===== config.mk =====
export PLATFORM = sky130hd
export DESIGN_NAME = addsub64_seq_flat
export DESIGN_NICKNAME = d
export VERILOG_FILES = /design/src/rtl/addsub64_seq_pkg.sv /design/src/rtl/addsub64_seq_if.sv /design/src/rtl/addsub64_seq_clax16.sv /design/src/rtl/addsub64_seq.sv /design/src/flat_wrapper.sv
export SDC_FILE = /design/constraint.sdc
export NUM_CORES = 1
export LEC_CHECK = 0
export ABC_AREA = 1
export CAP_MARGIN = 15
export CORE_MARGIN = 2
export CORE_UTILIZATION = 45
export DETAILED_ROUTE_END_ITERATION = 8
export GPL_TIMING_DRIVEN = 0
export HOLD_SLACK_MARGIN = 0.06
export PLACE_DENSITY_LB_ADDON = 0.25
export SETUP_SLACK_MARGIN = 0.02
export SYNTH_ARGS = -nofsm -noshare
export SYNTH_HDL_FRONTEND = slang
export SYNTH_SLANG_ARGS = --single-unit

===== constraint.sdc =====
create_clock -name clk -period 3.8 [get_ports clk]
set_input_delay 0.76 -clock clk [delete_from_list [all_inputs] [get_ports clk]]
set_output_delay 0.76 -clock clk [all_outputs]
set_load 0.005 [all_outputs]

===== src/rtl/addsub64_seq_pkg.sv =====
// Shared definitions for the sliced add/subtract sequencer.
//   SLICE_W  : width of one adder slice
//   state_t  : sequencer FSM encoding
//   gp_carry : carry out of a block from its generate/propagate and carry in
package addsub_pkg;

  localparam int SLICE_W = 16;

  typedef enum logic [1:0] {
    IDLE = 2'd0,
    RUN  = 2'd1,
    DONE = 2'd2
  } state_t;

  function automatic logic gp_carry(input logic g, input logic p, input logic c);
    return g | (p & c);
  endfunction

endpackage


===== src/rtl/addsub64_seq_if.sv =====
// Operand/result handshake bundle for addsub64_seq.
//   in_valid/in_ready   : operation handshake (a, b, sub)
//   out_valid/out_ready : result handshake (s, c_out, ovf)
// master = upstream/consumer side, slave = the sequencer.
interface addsub64_seq_if #(
  parameter int W = 64
);
  logic         in_valid;
  logic         in_ready;
  logic [W-1:0] a;
  logic [W-1:0] b;
  logic         sub;
  logic         out_valid;
  logic         out_ready;
  logic [W-1:0] s;
  logic         c_out;
  logic         ovf;

  modport master (
    output in_valid, a, b, sub, out_ready,
    input  in_ready, out_valid, s, c_out, ovf
  );

  modport slave (
    input  in_valid, a, b, sub, out_ready,
    output in_ready, out_valid, s, c_out, ovf
  );
endinterface


===== src/rtl/addsub64_seq_clax16.sv =====
// clax16: 16-bit carry lookahead adder built from four 4-bit lookahead groups.
//   a, b   : addends
//   c_in   : carry in
//   sum    : a + b + c_in (low 16 bits)
//   g_out  : block generate (carry out regardless of c_in)
//   p_out  : block propagate (carry out equals c_in)
module clax16
  import addsub_pkg::*;
(
  input  logic [15:0] a,
  input  logic [15:0] b,
  input  logic        c_in,
  output logic [15:0] sum,
  output logic        g_out,
  output logic        p_out
);

  logic [15:0] g;
  logic [15:0] p;
  logic [15:0] c;
  logic [3:0]  gg;
  logic [3:0]  pg;
  logic [3:0]  cg;

  assign g = a & b;
  assign p = a ^ b;

  always_comb begin
    gg = '0;
    pg = '0;
    cg = '0;
    c  = '0;
    for (int i = 0; i < 4; i++) begin
      gg[i] = g[4*i+3]
            | (p[4*i+3] & g[4*i+2])
            | (p[4*i+3] & p[4*i+2] & g[4*i+1])
            | (p[4*i+3] & p[4*i+2] & p[4*i+1] & g[4*i]);
      pg[i] = &p[4*i +: 4];
    end
    cg[0] = c_in;
    for (int i = 0; i < 3; i++) begin
      cg[i+1] = gp_carry(gg[i], pg[i], cg[i]);
    end
    for (int i = 0; i < 4; i++) begin
      c[4*i] = cg[i];
      for (int j = 1; j < 4; j++) begin
        c[4*i+j] = gp_carry(g[4*i+j-1], p[4*i+j-1], c[4*i+j-1]);
      end
    end
  end

  assign sum   = p ^ c;
  assign g_out = gg[3] | (pg[3] & gg[2]) | (pg[3] & pg[2] & gg[1])
               | (pg[3] & pg[2] & pg[1] & gg[0]);
  assign p_out = &pg;

endmodule


===== src/rtl/addsub64_seq.sv =====
// addsub64_seq: multi-cycle add/subtract of W = 16*SLICES bit operands using a
// single 16-bit lookahead adder, one slice per clock, LSB slice first.
//   clk, rst : clock, synchronous active-high reset
//   bus      : slave side of addsub64_seq_if (operands in, result out)
// Subtraction is A + ~B + 1: B is inverted at capture and the carry is seeded
// with sub. c_out=1 on a subtract therefore means "no borrow".
module addsub64_seq
  import addsub_pkg::*;
#(
  parameter int SLICES = 4
) (
  input  logic           clk,
  input  logic           rst,
  addsub64_seq_if.slave  bus
);

  localparam int W     = SLICE_W * SLICES;
  localparam int IDX_W = $clog2(SLICES);

  state_t             state;
  state_t             state_nx;
  logic [W-1:0]       a_r;
  logic [W-1:0]       b_r;
  logic [W-1:0]       s_r;
  logic [IDX_W-1:0]   idx;
  logic               carry;
  logic               ovf_r;
  logic               last_slice;
  logic               slice_carry;
  logic [SLICE_W-1:0] cla_a;
  logic [SLICE_W-1:0] cla_b;
  logic [SLICE_W-1:0] cla_sum;
  logic               cla_g;
  logic               cla_p;

  assign last_slice  = (idx == IDX_W'(SLICES - 1));
  assign cla_a       = a_r[SLICE_W*idx +: SLICE_W];
  assign cla_b       = b_r[SLICE_W*idx +: SLICE_W];
  assign slice_carry = gp_carry(cla_g, cla_p, carry);

  clax16 u_cla (
    .a     (cla_a),
    .b     (cla_b),
    .c_in  (carry),
    .sum   (cla_sum),
    .g_out (cla_g),
    .p_out (cla_p)
  );

  always_comb begin
    state_nx      = state;
    bus.in_ready  = 1'b0;
    bus.out_valid = 1'b0;
    unique case (state)
      IDLE: begin
        bus.in_ready = 1'b1;
        if (bus.in_valid) state_nx = RUN;
      end
      RUN: begin
        if (last_slice) state_nx = DONE;
      end
      DONE: begin
        bus.out_valid = 1'b1;
        if (bus.out_ready) state_nx = IDLE;
      end
      default: state_nx = IDLE;
    endcase
  end

  always_ff @(posedge clk) begin
    if (rst) begin
      state <= IDLE;
      a_r   <= '0;
      b_r   <= '0;
      s_r   <= '0;
      idx   <= '0;
      carry <= 1'b0;
      ovf_r <= 1'b0;
    end else begin
      state <= state_nx;
      case (state)
        IDLE: begin
          if (bus.in_valid) begin
            a_r   <= bus.a;
            b_r   <= bus.b ^ {W{bus.sub}};
            carry <= bus.sub;
            idx   <= '0;
          end
        end
        RUN: begin
          s_r[SLICE_W*idx +: SLICE_W] <= cla_sum;
          carry <= slice_carry;
          idx   <= idx + IDX_W'(1);
          // The MSB of the result is only known on the last slice, so
          // overflow is registered there rather than derived from s_r later.
          if (last_slice) begin
            ovf_r <= (a_r[W-1] == b_r[W-1]) & (cla_sum[SLICE_W-1] != a_r[W-1]);
          end
        end
        default: ;
      endcase
    end
  end

  // carry holds the final carry from the end of RUN until the next accept.
  assign bus.s     = s_r;
  assign bus.c_out = carry;
  assign bus.ovf   = ovf_r;

endmodule

===== src/flat_wrapper.sv =====
// flat-port wrapper written by rule: the top's interface ports become plain ports
module addsub64_seq_flat import addsub_pkg::*;
#(
  parameter int SLICES = 4
)
  (clk, rst, bus_in_valid, bus_a, bus_b, bus_sub, bus_out_ready, bus_in_ready, bus_out_valid, bus_s, bus_c_out, bus_ovf);
  addsub64_seq_if bus_i ();
  input  logic clk;
  input  logic rst;
  input wire logic [$bits(bus_i.in_valid)-1:0] bus_in_valid;
  input wire logic [$bits(bus_i.a)-1:0] bus_a;
  input wire logic [$bits(bus_i.b)-1:0] bus_b;
  input wire logic [$bits(bus_i.sub)-1:0] bus_sub;
  input wire logic [$bits(bus_i.out_ready)-1:0] bus_out_ready;
  output wire logic [$bits(bus_i.in_ready)-1:0] bus_in_ready;
  output wire logic [$bits(bus_i.out_valid)-1:0] bus_out_valid;
  output wire logic [$bits(bus_i.s)-1:0] bus_s;
  output wire logic [$bits(bus_i.c_out)-1:0] bus_c_out;
  output wire logic [$bits(bus_i.ovf)-1:0] bus_ovf;
  assign bus_i.in_valid = bus_in_valid;
  assign bus_i.a = bus_a;
  assign bus_i.b = bus_b;
  assign bus_i.sub = bus_sub;
  assign bus_i.out_ready = bus_out_ready;
  assign bus_in_ready = bus_i.in_ready;
  assign bus_out_valid = bus_i.out_valid;
  assign bus_s = bus_i.s;
  assign bus_c_out = bus_i.c_out;
  assign bus_ovf = bus_i.ovf;
  addsub64_seq #(.SLICES(SLICES)) u_core (.clk(clk), .rst(rst), .bus(bus_i));
endmodule

==> metrics.csv <==
metric,value,unit
grt-ovfl-total,0,
end_kind,flip-flop,
post_drt_wl_per_cell,17.7,um
vias,9169,
cp.arrival,4.05,ns
ir_worst_vdd,323,uV
fp.dieW,148,um
cp_common_cell,nand2_1,
grt_util_all_layers,26.8,%
clk_latency,0.44,ns
postCtsHoldBufs,0,
relSlewSlack,55.3,%
drc,0,
cts_num_sinks,198,
core,20300,sq um
grt_pass1_vias,8572,
p_int,3.86,mW
fillers,1804,
drt-total-wl,30300,um
min_period_over_period,98.2,%
switching_power,1.75,mW
start_util,46.1,%
area_growth_syn_to_layout,39.7,%
yosysWarnings,0,
drv_slew,0,
ys_types,29,
port_buffers,198,
critPathRequiredTime,4.12,ns
critical_path.slowest_cell,fa_2,
synth-seq-cells,198,
synthCells,1195,
rows,52,
drtIter0Drc,724,
cts_tree,built,
final.setup.tns,0,ns
clock_skew,0.00848,ns
rsz0062_at_grt,true,
crit_type,reg -> reg,
grt_pass1_wl,45100,um
dp.cells,1663,
dieArea,21900,sq um
yosysSeqAreaShare,42.4,%
antenna_found_initial,0,
maxCapViolCount,0,
antennaDiodeCount,0,
p_clk_share,32.9,%
fmax,268,MHz
ios,201,
fin_nets,1599,
root_buffer,clkbuf_16,
seqPwrFrac,41.5,%
h-tree-depth,4,
stdcell_count,1715,
syn_avg_cell_area,7.82,sq um
path_cells,"buf_8, buf_12, buf_12, nor2_4, o22ai_2, ha_4, nand2_1, nand2_1, nor2_1, nand2_1, nand2_1, nand2_2, inv_2, nor2_1, nor2_2, fa_2, fa_2, inv_2, fa_2, nand2_1, nor2_1, a22oi_1, nor2_1",
cts_buffers,17,
setup_viol,0,
die_h,148,um
status,finished clean,
synth_fp_nets,1362,
powerDensity,429,nW/um^2
postRouteAntennaNets,0,
p_comb_share,25.7,%
p_leak,4.93,nW
clockBufferDepth,2,
crit_buf_inv,5,
critPathTopFamily,adder cells,
cp_max_fo,6,
syn_area,9350,sq um
place_congestion,0.917,
hpwlAfterDp,23000,um
drive_gt1_share,12.2,%
start_kind,flip-flop,
clkTransAtPathRegs,0.07,ns
max_stage_delay,0.46,ns
p_sw_share,31.2,%
vias_per_cell,5.35,
worstMarginPinSlew,0.671,ns
drtPass1Iterations,5,
grt_max_degree,18,
finalHoldViolCount,0,
min_path_type,reg -> reg,
fin_crit,3.73,ns
==> layer usage <==
layer	GRT usage [%]	up-vias	routed length [um]
met2	43.7	394	14100
met1	34.8	4260	12900
li1	-	4444	-
met4	11.5	0	1140
met3	5.15	71	2200
met5	0	-	0
==> cells in the mapped netlist <==
| master | instances | area [sq um] |
|---|---|---|
| o22ai_1 | 12 | 75.1 |
| o21a_1 | 1 | 7.51 |
| a22oi_1 | 24 | 180 |
| o211ai_1 | 2 | 15.0 |
| buf_6 | 11 | 124 |
| buf_4 | 4 | 30.0 |
| nor4_4 | 1 | 21.3 |
| nor3_1 | 15 | 75.1 |
| xor2_1 | 15 | 131 |
| a32oi_1 | 30 | 263 |
| nand2_4 | 1 | 11.3 |
| nor2_4 | 4 | 45.0 |
| inv_1 | 76 | 285 |
| a211oi_1 | 54 | 405 |
| a21oi_1 | 70 | 350 |
| nand3_1 | 16 | 80.1 |
| nand2_1 | 134 | 503 |
| o21ai_0 | 99 | 495 |
| dfxtp_1 | 198 | 3960 |
| ha_1 | 22 | 275 |
| xnor2_1 | 53 | 464 |
| inv_2 | 2 | 7.51 |
| nor2_1 | 262 | 983 |
| buf_1 | 4 | 15.0 |
| nand2_2 | 1 | 6.26 |
| clkbuf_1 | 50 | 188 |
| fa_1 | 12 | 240 |
| clkinv_1 | 1 | 3.75 |
| buf_2 | 21 | 105 |
==> cell usage in the layout, fill, tap and decap left out, types with 4 or more instances in the layout <==
| master | count |
|---|---|
| o22ai_1 | 6 |
| buf_4 | 24 |
| nor2_4 | 10 |
| buf_2 | 15 |
| a32oi_2 | 5 |
| o21ai_0 | 90 |
| xnor2_1 | 53 |
| nand3_1 | 15 |
| nor2_1 | 248 |
| fa_2 | 6 |
| ha_1 | 17 |
| a22oi_1 | 24 |
| clkbuf_1 | 39 |
| o21ai_4 | 4 |
| clkbuf_16 | 20 |
| a21oi_1 | 66 |
| nand2_1 | 129 |
| nand2_2 | 5 |
| dfxtp_1 | 196 |
| nor2_2 | 8 |
| buf_6 | 12 |
| buf_8 | 7 |
| inv_1 | 73 |
| xor2_1 | 12 |
| fa_1 | 6 |
| clkdlybuf4s50_1 | 198 |
| a211oi_1 | 54 |
| inv_2 | 4 |
| clkinv_2 | 4 |
| ha_4 | 4 |
| a32oi_1 | 23 |
| nor3_1 | 13 |
==> flip-flops by register name, indices dropped and copies added (netlist names) <==
name / cells
u_core.bus.c_out: 1
u_core.idx: 2
u_core.b_r: 64
u_core.state: 2
u_core.bus.s: 64
u_core.bus.ovf: 1
u_core.a_r: 64
==> area by class of cell <==
type	count	area, sq um	area share (%)
well taps	270	338	2.59
plain buffers	90	634	4.85
inverters	79	302	2.31
flip-flops and latches	198	3970	30.4
multi-input cells	828	5050	38.6
clock inverters	13	145	1.11
clock buffers	19	443	3.39
repair buffers	218	2180	16.7
==> tightest hold or removal path: stages, from the launching register on <==
cell,delay [ns]
dfxtp_1,0.30
inv_1,0.06
a21oi_1,0.06
==> worst paths after layout <==
kind / start / to / slack (ns) / cells past startpoint
setup / recovery: u_core.idx[0] / u_core.bus.s[30] / 0.07 / 23
hold / removal: u_core.b_r[8] / u_core.b_r[8] / 0.46 / 2
setup reg to reg: u_core.idx[0] / u_core.bus.s[30] / 0.07 / 23
hold reg to reg: u_core.b_r[8] / u_core.b_r[8] / 0.46 / 2
==> through the flow <==
step	total power [mW]	hold slack [ns]	cell area [sq um]	setup WS, ns	util (%)
after floorplan	3.04	0.430	9350	0.155	-
after CTS	5.43	0.458	12600	0.0227	61.8
after global routing	5.84	0.487	13100	-0.0732	64.4
after detailed placement	3.54	0.448	11700	-0.817	57.5
after global placement	3.51	0.442	11700	-0.700	57.5
final	5.61	0.463	13100	0.0680	64.4
==> power groups by stage <==
stage	clock network [mW]	registers, mW	logic, mW
6_report	1.84	2.33	1.44
5_1_grt	1.94	2.33	1.57
4_1_cts	1.85	2.31	1.27
3_5_place_dp	0	2.36	1.18
3_3_place_gp	0	2.36	1.16
2_1_floorplan	0	2.32	0.719
==> cell families (layout without fill, tap and decap cells) <==
kind of cell / count (synthesis) / count (layout) / share of synthesized area, %
buffers and inverters: 169 / 419 / 8.11
flip-flops: 198 / 198 / 42.4
adder cells (fa/ha/maj): 34 / 34 / 5.51
AO/OA/AOI/OAI: 292 / 292 / 19.2
AND/OR/NAND/NOR: 434 / 434 / 18.5
XOR/XNOR: 68 / 68 / 6.37
==> repair_timing <==
item,in CTS,in global routing
endpoints found under the setup margin,40,25
pin swaps,6,31
buffers inserted,7,10
endpoints found under the hold margin,0,0
cloned,0,3
resized for setup,71,93
No activity file was read; power rests on OpenSTA's default activity.
